File: config.mk
export PLATFORM = sky130hd
export DESIGN_NAME = log2_fixed_point_interp
export DESIGN_NICKNAME = d
export VERILOG_FILES = /design/src/rtl/log2_pkg.sv /design/src/rtl/log2_fixed_point_interp_lzc.sv /design/src/rtl/log2_fixed_point_interp.sv
export SDC_FILE = /design/constraint.sdc
export NUM_CORES = 1
export LEC_CHECK = 0
export CAP_MARGIN = 20
export CORE_MARGIN = 2
export CORE_UTILIZATION = 54
export CTS_CLUSTER_SIZE = 10
export DETAILED_ROUTE_END_ITERATION = 7
export PLACE_DENSITY = 0.69
export SLEW_MARGIN = 20
export SYNTH_ARGS = -nofsm -noshare
export SYNTH_HDL_FRONTEND = slang
export SYNTH_HIERARCHICAL = 1
export SYNTH_SLANG_ARGS = --single-unit
File: constraint.sdc
create_clock -name i_CLK -period 20 [get_ports i_CLK]
set_clock_uncertainty 0.05 [all_clocks]
set_input_delay 6 -clock i_CLK [delete_from_list [all_inputs] [get_ports i_CLK]]
set_output_delay 6 -clock i_CLK [all_outputs]
set_load 0.02 [all_outputs]
File: src/rtl/log2_pkg.sv
// Shared width helpers and the elaboration-time table generator for the
// pipelined fixed-point log2.
package log2_pkg;

  localparam int LUT_GUARD = 8;
  localparam int LUT_PREC  = 30;

  function automatic int out_w(input int data_w, input int frac_w);
    return $clog2(data_w) + 2 + frac_w;
  endfunction

  function automatic int clz_w(input int data_w);
    return $clog2(data_w + 1);
  endfunction

  function automatic int r_bits(input int data_w, input int lut_aw);
    return data_w - 1 - lut_aw;
  endfunction

  // Integer-only log2(1 + j/2^lut_aw): square the mantissa repeatedly and
  // peel off one result bit per squaring, then round away the guard bits.
  function automatic int lut_entry(input int j, input int lut_aw, input int frac_w);
    logic [63:0] x;
    logic [63:0] acc;
    if (j >= (1 << lut_aw)) return 1 << frac_w;
    x   = 64'((1 << lut_aw) + j) << (LUT_PREC - lut_aw);
    acc = '0;
    for (int i = 0; i < frac_w + LUT_GUARD; i++) begin
      x   = (x * x) >> LUT_PREC;
      acc = acc << 1;
      if (x >= (64'd2 << LUT_PREC)) begin
        x   = x >> 1;
        acc = acc | 64'd1;
      end
    end
    acc = (acc + (64'd1 << (LUT_GUARD - 1))) >> LUT_GUARD;
    return int'(acc);
  endfunction

endpackage

File: src/rtl/log2_fixed_point_interp_lzc.sv
// Combinational priority leading-zero counter; an all-zero word reports DATA_W.
module log2_lzc
  import log2_pkg::*;
#(
  parameter int DATA_W = 16
) (
  input  logic [DATA_W-1:0]        data,
  output logic [clz_w(DATA_W)-1:0] clz
);

  localparam int CLZ_W = clz_w(DATA_W);

  // Scanning upward lets the highest set bit overwrite lower ones.
  always_comb begin
    clz = CLZ_W'(DATA_W);
    for (int i = 0; i < DATA_W; i++) begin
      if (data[i]) clz = CLZ_W'(DATA_W - 1 - i);
    end
  end

endmodule

File: src/rtl/log2_fixed_point_interp.sv
// Four-stage fixed-point log2 with LUT plus linear interpolation, gated by
// the shared i_VALID clock enable and a synchronous valid-pipeline flush.
module log2_fixed_point_interp
  import log2_pkg::*;
#(
  parameter int DATA_W    = 16,
  parameter int DATA_FRAC = 15,
  parameter int LUT_AW    = 5,
  parameter int FRAC_W    = 12
) (
  input  logic                             i_CLK,
  input  logic                             i_RSTn,
  input  logic                             i_VALID,
  input  logic                             i_DATA_VALID,
  input  logic                             i_FLUSH,
  input  logic [DATA_W-1:0]                i_DATA,
  output logic                             o_VALID,
  output logic                             o_LOG2_VALID,
  output logic [out_w(DATA_W, FRAC_W)-1:0] o_LOG2,
  output logic                             o_ZERO
);

  localparam int OUT_W  = out_w(DATA_W, FRAC_W);
  localparam int CLZ_W  = clz_w(DATA_W);
  localparam int R      = r_bits(DATA_W, LUT_AW);
  localparam int E_W    = CLZ_W + 2;
  localparam int T_W    = FRAC_W + 1;
  localparam int LUT_N  = (1 << LUT_AW) + 1;
  localparam int E_BIAS = DATA_W - 1 - DATA_FRAC;
  localparam logic [OUT_W-1:0] LOG2_MIN = {1'b1, {(OUT_W-1){1'b0}}};

  logic [T_W-1:0] lut_tab [LUT_N];

  for (genvar j = 0; j < LUT_N; j++) begin : g_lut
    assign lut_tab[j] = T_W'(lut_entry(j, LUT_AW, FRAC_W));
  end

  logic [DATA_W-1:0]     d1;
  logic                  v1, z1;
  logic [DATA_W-2:0]     m2;
  logic signed [E_W-1:0] e2;
  logic                  v2, z2;
  logic [T_W-1:0]        t0_3, t1_3;
  logic [R-1:0]          r3;
  logic signed [E_W-1:0] e3;
  logic                  v3, z3;

  logic [CLZ_W-1:0]      clz1;
  logic [DATA_W-2:0]     m1;
  logic                  norm_msb_unused;
  logic signed [E_W-1:0] e1;
  logic [LUT_AW:0]       k_lo, k_hi;
  logic [T_W-1:0]        delta3;
  logic [T_W+R-1:0]      prod3;
  logic [T_W-1:0]        frac3;
  logic [OUT_W-1:0]      log3;

  assign o_VALID = i_VALID;

  log2_lzc #(.DATA_W(DATA_W)) u_lzc (
    .data (d1),
    .clz  (clz1)
  );

  assign {norm_msb_unused, m1} = d1 << clz1;
  assign e1 = E_W'(E_BIAS) - E_W'(clz1);

  assign k_lo = {1'b0, m2[DATA_W-2 -: LUT_AW]};
  assign k_hi = k_lo + 1'b1;

  // Interpolation: the table is monotonic, so the delta is never negative.
  assign delta3 = t1_3 - t0_3;
  assign prod3  = (T_W+R)'(delta3) * (T_W+R)'(r3);
  assign frac3  = t0_3 + T_W'(prod3 >> R);
  assign log3   = ({{(OUT_W-E_W){e3[E_W-1]}}, e3} << FRAC_W) + OUT_W'(frac3);

  // Valid bits drop on a flush edge; every data register still loads.
  always_ff @(posedge i_CLK or negedge i_RSTn) begin
    if (!i_RSTn) begin
      v1           <= 1'b0;
      v2           <= 1'b0;
      v3           <= 1'b0;
      o_LOG2_VALID <= 1'b0;
    end else if (i_VALID) begin
      v1           <= i_DATA_VALID & ~i_FLUSH;
      v2           <= v1 & ~i_FLUSH;
      v3           <= v2 & ~i_FLUSH;
      o_LOG2_VALID <= v3 & ~i_FLUSH;
    end
  end

  always_ff @(posedge i_CLK or negedge i_RSTn) begin
    if (!i_RSTn) begin
      d1   <= '0;
      z1   <= 1'b0;
      m2   <= '0;
      e2   <= '0;
      z2   <= 1'b0;
      t0_3 <= '0;
      t1_3 <= '0;
      r3   <= '0;
      e3   <= '0;
      z3   <= 1'b0;
    end else if (i_VALID) begin
      d1   <= i_DATA;
      z1   <= (i_DATA == '0);
      m2   <= m1;
      e2   <= e1;
      z2   <= z1;
      t0_3 <= lut_tab[k_lo];
      t1_3 <= lut_tab[k_hi];
      r3   <= m2[R-1:0];
      e3   <= e2;
      z3   <= z2;
    end
  end

  always_ff @(posedge i_CLK or negedge i_RSTn) begin
    if (!i_RSTn) begin
      o_LOG2 <= '0;
      o_ZERO <= 1'b0;
    end else if (i_VALID) begin
      o_LOG2 <= z3 ? LOG2_MIN : log3;
      o_ZERO <= z3;
    end
  end

endmodule

* Word level (Yosys, flattened, before mapping) *
Memories as Yosys holds them, arrays and structs flattened. A register that Yosys moved wholly into a read port is not among the register bits.
Index checks and enable logic that the tools add are counted.

word-level totals
  bits in read-only memories = 1664
  flip-flop bits (word level) = 79
  memories = 2
  input bits = 21
  word-level logic and storage cells = 50
  output and inout port bits = 21

cells by class
  $mul = 1
  add/sub/neg operators = 5
  shifts and indexed selects = 1
  bitwise gates (word level) = 7
  reduce and logical (&&, ||, !) cells = 3
  multiplexer cells = 17

memories
  memory            depth  bits a word  rd ports  clocked after memory_dff  wr ports  RTL line                        RTL
  (name not given)  64     13           1         1                         0         log2_fixed_point_interp.sv:111  t1_3 <= lut_tab[k_hi];
  (name not given)  64     13           1         1                         0         log2_fixed_point_interp.sv:110  t0_3 <= lut_tab[k_lo];

operator list
  kind                                             count
  2-to-1 mux 5 bit                                 16
  multiplier 13 x 10 -> 23 bit                     1
  adder 18 x 13 -> 18 bit                          1
  2-to-1 mux 18 bit                                1
  zero test 16 bit                                 1
  left shift 16 x 5 -> 15 bit                      1
  adder 13 bit                                     1
  subtractor 13 bit                                1
  inverter 5 -> 7 bit                              1
  inverter 6 -> 7 bit                              1
  adder 5 x 1 -> 6 bit, second input constant      1
  subtractor 1 x 5 -> 6 bit, first input constant  1
  AND 1 bit                                        4
  zero test 1 bit                                  2
  inverter 1 bit                                   1

* Depth between registers and ports, before layout *
Gate-level depths: netlist (run 1).

  depth in word-level cells = 17
  mapped depth = 40
  depth with buffers taken out = 40

* Hierarchy *
Netlist (run 1), hierarchy kept.

by module, submodules not included
  module                   sequential area each (um^2)  cells an instance  instances  area an instance (um^2)
  log2_fixed_point_interp  2602.5                       1126               1          10661.5
  log2_lzc                 0.0                          32                 1          188.9

* Least setup slack after synthesis (run 1) *
OpenSTA, ideal clock, no wires.

  kind = input-to-output
  start = in i_VALID
  end = out o_VALID
  arrival time = 6.134 ns
  buffers on the path = 1
  slack = 7.816 ns
  cell stages on the path = 1
  required time = 13.950 ns
  path through = buf_4

RTL lines
  what         RTL line                       RTL
  from (decl)  log2_fixed_point_interp.sv:13  input logic i_VALID,
  to (decl)    log2_fixed_point_interp.sv:17  output logic o_VALID,

No word-level cell between the ends.

* Worst setup path in the final report (run 1) *
  start = in i_VALID
  end = out o_VALID

No word-level cell between the ends.

==> reports/metrics.csv, run 1 <==
stage,metric,value,unit
yosys,muxShareOfSynthArea,7.51,%
clocking,numCtsBuffers,9,
floorplanning,coreArea,19600,um2
final_layout,num_antenna_cells,0,
yosys,yosys_warnings,6,
timing,slew_violations,0,
final_layout,n_fill_cell,1727,
worst_setup_path,criticalPathCategory,input port to output port,
grt,overflow,0,
timing,hold_viol,0,
timing,slew_headroom,39.0,%
final_layout,multi_input_area,7560,um2
yosys,syn_inst,1158,
floorplanning,dieArea,21200,um2
worst_setup_path,required,13950,ps
yosys,synthTopCellsByCount,"inv_1 (129), ha_1 (106), dfrtp_1 (104)",
worst_setup_path,critPathBufInv,2,
clocking,cts.sinks,104,
routing,vias,8261,
final_layout,instances_no_fill,1441,
run,drv_cap,0,
worst_setup_path,cp_top_family,buffers and inverters,
final_layout,register_area,2600,um2
timing,tightestPinTransition,915,ps
worst_setup_path,cp-end-kind,output port,
timing,rsz0062_at_grt,no,
grt,first_global_vias,8230,
clocking,cts-resized-gates,0,
timing,max_freq,0.0767,GHz
yosys,synth_top_family_by_area,adder cells,
yosys,synth_nets,1372,
placement,dp_cells,1425,
yosys,syn_area,10900,um2
floorplanning,initial_utilization,55.4,%
yosys,synth_compound_area_share,14.7,%
timing,setup_viol,0,
final_layout,syn2layout_area_growth,8.65,%
clocking,path_clk_slew,70,ps
floorplanning,pin_count,42,
yosys,yosys-top-cells-area,"dfrtp_1 (24%), fa_1 (16%), ha_1 (12%), inv_1 (4.5%), mux2_2 (4.3%)",
clocking,h-tree-depth,3,
worst_setup_path,cp_max_fo,40,
worst_setup_path,cp_slowest_stage_delay,680,ps
outcome,outcome,completed,
worst_setup_path,start_kind,input port,
floorplanning,die_w,146,um
yosys,synth.most_common_cell,inv_1,
routing,vias_per_cell,5.73,
placement,gp_congestion,0.932,
final_layout,final_layout_size_suffix_gt1_share,7.65,%
yosys,ys.flop_type,dfrtp_1,
timing,tns,0,ps
grt,grt_use_total,24.7,%
clocking,tritoncts,built,
routing,wl,24.9,mm
worst_setup_path,arrival,6990,ps
yosys,synth_top_area_share,24.0,%
yosys,synth_top_area_cell,dfrtp_1,
grt,grt_max_degree,56,
min_path,hold_class,flip-flop to flip-flop,
yosys,syn-mean-instance-area,9.37,um2
placement,hpwl,18.7,mm
yosys,synth-simple-area-share,15.4,%
clocking,cts_root_buf,clkbuf_16,
yosys,synth_xor_area_share,3.68,%
clocking,cts_setup_buffers,0,
yosys,synth_edf_count,0,
timing,whs,434,ps
yosys,ys_ff_latch,104,
timing,period_share,65.2,%
placement,port_buffers,41,
yosys,synth_fa_ha_area_share,28.3,%
floorplanning,fp-row-count,51,
grt,grt_first_pass_wirelength,42.7,mm
yosys,synthArstFlopShare,100,%
clocking,clock_latency,360,ps
clocking,holdBufCountCts,0,
routing,ant_nets,0,
final_layout,fin_nets,1385,
routing,drt_iter0_markers,605,
clocking,clock_path_buffers,2,
worst_setup_path,critPathSlowestCell,clkdlybuf4s50_1,
yosys,ys_types,69,
floorplanning,die_h,146,um
routing,remaining_drc_errors,0,
routing,wl_per_cell,17.3,um
yosys,ys_seq_area_share,24.0,%
routing,first_pass_iters,5,
worst_setup_path,cp_cell_sequence,buf_4 > clkdlybuf4s50_1,
timing,post-route-min-period,13040,ps
grt,antenna_found_initial,0,
## kinds of logic after synthesis
kind of cell    Yosys count
simple gates            325
compound gates          242
fa+ha+maj               193
buf+inv                 185
flops                   104
mux                      65
xor+xnor                 44
## per-layer routing
layer,GRT usage [%],part of all wire (%),up-vias,wire (um)
li1,-,-,4000,-
met1,36.2,47,4068,11800
met2,39.9,48,171,11900
met3,1.82,3.3,22,817
met4,6.47,1.7,0,412
met5,0,0,-,0
## sequential cells by signal, indices dropped and copies added, names as in the netlist, 6 cells and up
name    cells
t1_3       13
d1         16
e2          6
e3          6
m2         15
r3         10
t0_3       12
o_LOG2     18
## metrics by stage
stage / util [%] / cell area [um2] / worst slack (ps)
final: 60.2 / 11800 / 6960
after global routing: 60.2 / 11800 / 6910
after CTS: 60.1 / 11800 / 6950
after detailed placement: 58.7 / 11500 / 6950
after global placement: 58.7 / 11500 / 6950
after floorplan: - / 10900 / 7820
## worst register-to-register path: cells and delay by family (launching register included)
family          cells  cell delay [ps]
fa+ha+maj          11             4290
compound gates     11             2320
xor+xnor            4             1540
simple gates        8             1190
flops               1              420
buf+inv             5              280
## worst paths after layout
kind / start / endpoint / slack [ps] / cells after the start
min in group asynchronous: i_RSTn / z1$_DFFE_PN0P_ / 5610 / 1
hold / removal: o_LOG2[6]$_DFFE_PN0P_ / o_LOG2[6]$_DFFE_PN0P_ / 430 / 1
setup reg to reg: t0_3[0]$_DFFE_PN0P_ / o_LOG2[16]$_DFFE_PN0P_ / 9780 / 39
setup / recovery: i_VALID / o_VALID / 6960 / 2
max in group asynchronous: i_RSTn / t1_3[4]$_DFFE_PN0P_ / 13180 / 2
hold reg to reg: o_LOG2[6]$_DFFE_PN0P_ / o_LOG2[6]$_DFFE_PN0P_ / 430 / 1
## cell usage in the layout (no fill, tap or decap), types with 7 or more instances in the layout
| cell type | count |
|---|---|
| o21a_1 | 7 |
| clkdlybuf4s50_1 | 39 |
| mux4_2 | 9 |
| o211ai_1 | 7 |
| nor3_1 | 17 |
| and2_1 | 59 |
| nand4_1 | 10 |
| buf_4 | 17 |
| nand2b_1 | 16 |
| ha_1 | 106 |
| inv_1 | 129 |
| xor2_1 | 17 |
| dfrtp_1 | 104 |
| o22ai_1 | 9 |
| fa_1 | 87 |
| clkbuf_16 | 9 |
| mux2_2 | 41 |
| nand3_1 | 11 |
| nor2b_1 | 30 |
| a211oi_1 | 13 |
| xnor2_1 | 26 |
| nor2_1 | 61 |
| nand2_1 | 94 |
| o2bb2ai_1 | 24 |
| o21ai_0 | 51 |
| mux2i_1 | 15 |
| a31oi_1 | 8 |
| a21oi_1 | 67 |
## cell type report
type / count / share of cell area [%]
clock buffer: 11 / 1.97
clock inverter: 5 / 0.403
inverter: 131 / 4.17
multi-input combinational: 869 / 64.2
sequential: 104 / 22.1
tap: 265 / 2.81
timing repair buffer: 56 / 4.39
Power of run 1 is left out: the tool's default activity adds up to more than one toggle a clock period on the data nets, which glitch-free logic cannot reach.
==> inputs of run 2 (changes only) <==
--- a/config.mk
+++ b/config.mk
@@ -10,7 +10,7 @@
 export CORE_UTILIZATION = 54
 export CTS_CLUSTER_SIZE = 10
 export DETAILED_ROUTE_END_ITERATION = 7
-export PLACE_DENSITY = 0.69
+export PLACE_DENSITY = 0.72
 export SLEW_MARGIN = 20
 export SYNTH_ARGS = -nofsm -noshare
 export SYNTH_HDL_FRONTEND = slang
==> constraint.sdc (replaced) <==
create_clock -name i_CLK -period 10.75 [get_ports i_CLK]
set_clock_uncertainty 0.05 [all_clocks]
set_input_delay 3.225 -clock i_CLK [delete_from_list [all_inputs] [get_ports i_CLK]]
set_output_delay 3.225 -clock i_CLK [all_outputs]
set_load 0.02 [all_outputs]
==> run 2 against run 1 <==
First-iteration DRC count shrank 15%. Worst hold slack improved by 4.3 ps. Sequential share of layout area down 0.070 points. Setup slack worse by 6000 ps. Non-clock buffer count up 1. Cell area is 0.32% higher. Global-route usage down 0.43 points. Via count grew 1.4%. Flip-flop and latch count unchanged. Utilization up 0.19 points. Critical path type is now flip-flop to flip-flop.
==> reports/metrics.csv, run 2 (synthesis gave the netlist of run 1 again) <==
stage,metric,value,unit,change
grt,antenna_found_initial,0,,unchanged
timing,post-route-min-period,9770,ps,
clocking,cts.sinks,104,,unchanged
final_layout,largest_reg_flops,18,,unchanged
worst_setup_path,critPathSlowestCell,fa_1,,
routing,vias_per_cell,5.81,,+1.3%
final_layout,syn2layout_area_growth,8.99,%,
placement,port_buffers,41,,unchanged
final_layout,fin_nets,1386,,+0.072%
routing,first_pass_iters,5,,unchanged
floorplanning,die_w,146,um,unchanged
clocking,path_clk_slew,80,ps,about the same
clocking,tritoncts,built,,
worst_setup_path,start_kind,flip-flop,,
final_layout,layout_common_cells,"inv_1 (129), ha_1 (106), dfrtp_1 (104), nand2_1 (94), fa_1 (87)",,
clocking,cts-resized-gates,0,,unchanged
routing,vias,8373,,+1.4%
grt,first_global_vias,8272,,+0.51%
worst_setup_path,cp_slowest_stage_delay,550,ps,-130 ps
worst_setup_path,cp-startpoint,t0_3[0]$_DFFE_PN0P_,,
timing,hold_viol,0,,unchanged
worst_setup_path,cp-endpoint,o_LOG2[16]$_DFFE_PN0P_,,
final_layout,reg_top3,"o_LOG2: 18 flops, d1: 16 flops, m2: 15 flops",,
final_layout,layout_commonest_cell,inv_1,,
floorplanning,die_h,146,um,unchanged
min_path,hold_class,flip-flop to flip-flop,,
timing,setup_viol,0,,unchanged
floorplanning,dieArea,21200,um2,unchanged
grt,grt_max_degree,62,,+11%
clocking,numCtsBuffers,9,,unchanged
floorplanning,coreArea,19600,um2,unchanged
worst_setup_path,timing.rr.start,t0_3[0]$_DFFE_PN0P_,,
clocking,clock_latency,350,ps,about the same
worst_setup_path,cp_max_fo,10,,-75%
worst_setup_path,required,10930,ps,-3020 ps
worst_setup_path,rrSetupSlack,980,ps,-8800 ps
floorplanning,initial_utilization,55.4,%,unchanged
floorplanning,fp-row-count,51,,unchanged
clocking,cts_setup_buffers,0,,unchanged
grt,grt_first_pass_wirelength,42.4,mm,-0.65%
worst_setup_path,cp-end-kind,flip-flop,,
timing,tightestPinTransition,906,ps,-9.43 ps
final_layout,final_layout_size_suffix_gt1_share,7.90,%,+0.25 points
routing,ant_nets,0,,unchanged
timing,rsz0062_at_grt,no,,
worst_setup_path,critical_path.most_common_cell,fa_1,,
routing,wl,24.9,mm,about the same
grt,overflow,0,,unchanged
grt,grt_use_total,24.2,%,-0.43 points
clocking,clock_path_buffers,2,,unchanged
timing,slew_headroom,39.4,%,+0.41 points
routing,drt_iter0_markers,517,,-15%
clocking,h-tree-depth,3,,unchanged
run,drv_cap,0,,unchanged
worst_setup_path,reg2reg_to,o_LOG2[16]$_DFFE_PN0P_,,
timing,tns,0,ps,unchanged
worst_setup_path,rr_worst_depth,37,,-5.1%
clocking,holdBufCountCts,0,,unchanged
placement,gp_congestion,0.948,,+1.7%
clocking,cts_root_buf,clkbuf_16,,
final_layout,top_register,o_LOG2,,
placement,hpwl,19.0,mm,+1.4%
outcome,outcome,completed,,
worst_setup_path,criticalPathCategory,flip-flop to flip-flop,,
timing,max_freq,0.102,GHz,
timing,period_share,90.9,%,
routing,remaining_drc_errors,0,,unchanged
final_layout,num_antenna_cells,0,,unchanged
routing,wl_per_cell,17.3,um,-0.13%
floorplanning,pin_count,42,,unchanged
timing,slew_violations,0,,unchanged
worst_setup_path,arrival,9950,ps,+2960 ps
final_layout,n_fill_cell,1708,,-1.1%
run 2: layout make-up:
| cell class | count | area, um2 | share of cell area, % |
|---|---|---|---|
| well taps | 265 | 332 | 2.80 |
| repair buffers | 57 | 526 | 4.44 |
| clock buffers | 9 | 225 | 1.90 |
| inverters | 131 | 492 | 4.16 |
| clock inverters | 7 | 81.3 | 0.688 |
| flip-flops and latches | 104 | 2600 | 22.0 |
| multi-input cells | 869 | 7570 | 64.0 |
run 2: worst min path at each step:
stage / cells after the start / slack (ps) / from / to
after floorplan: 1 / 400 / z1$_DFFE_PN0P_ / z1$_DFFE_PN0P_
after global placement: 1 / 410 / z1$_DFFE_PN0P_ / z1$_DFFE_PN0P_
after detailed placement: 1 / 420 / z1$_DFFE_PN0P_ / z1$_DFFE_PN0P_
after CTS: 1 / 440 / z1$_DFFE_PN0P_ / z1$_DFFE_PN0P_
after global routing: 1 / 460 / z1$_DFFE_PN0P_ / z1$_DFFE_PN0P_
final: 1 / 440 / z1$_DFFE_PN0P_ / z1$_DFFE_PN0P_
run 2: metrics by stage:
step	hold slack, ps	utilization [%]	cell area, um2	setup WS [ps]	instances
2_1_floorplan	398	-	10900	1780	1158
3_3_place_gp	411	58.7	11500	1150	1426
3_5_place_dp	420	58.7	11500	993	1426
4_1_cts	438	60.3	11800	978	1442
5_1_grt	462	60.4	11800	307	1442
6_report	438	60.4	11800	980	1442
run 2: metal layers:
layer / routed length, um / track usage [%] / up-vias / part of all wire [%]
li1: - / - / 3997 / -
met1: 11600 / 35.2 / 4159 / 46
met2: 12000 / 39.4 / 192 / 48
met3: 897 / 2.04 / 25 / 3.6
met4: 450 / 6.18 / 0 / 1.8
met5: 0 / 0 / - / 0
run 2: critical path: cells and delay by family (launching register included):
family	cells	cell delay, ps
DFF	1	430
buffers and inverters	3	160
AOI/OAI and AO/OA	11	2700
and+or+nand+nor	9	1160
xor gates and xnor gates	3	800
adders and majority gates	11	4360
Power of run 2 is left out for the same reason.
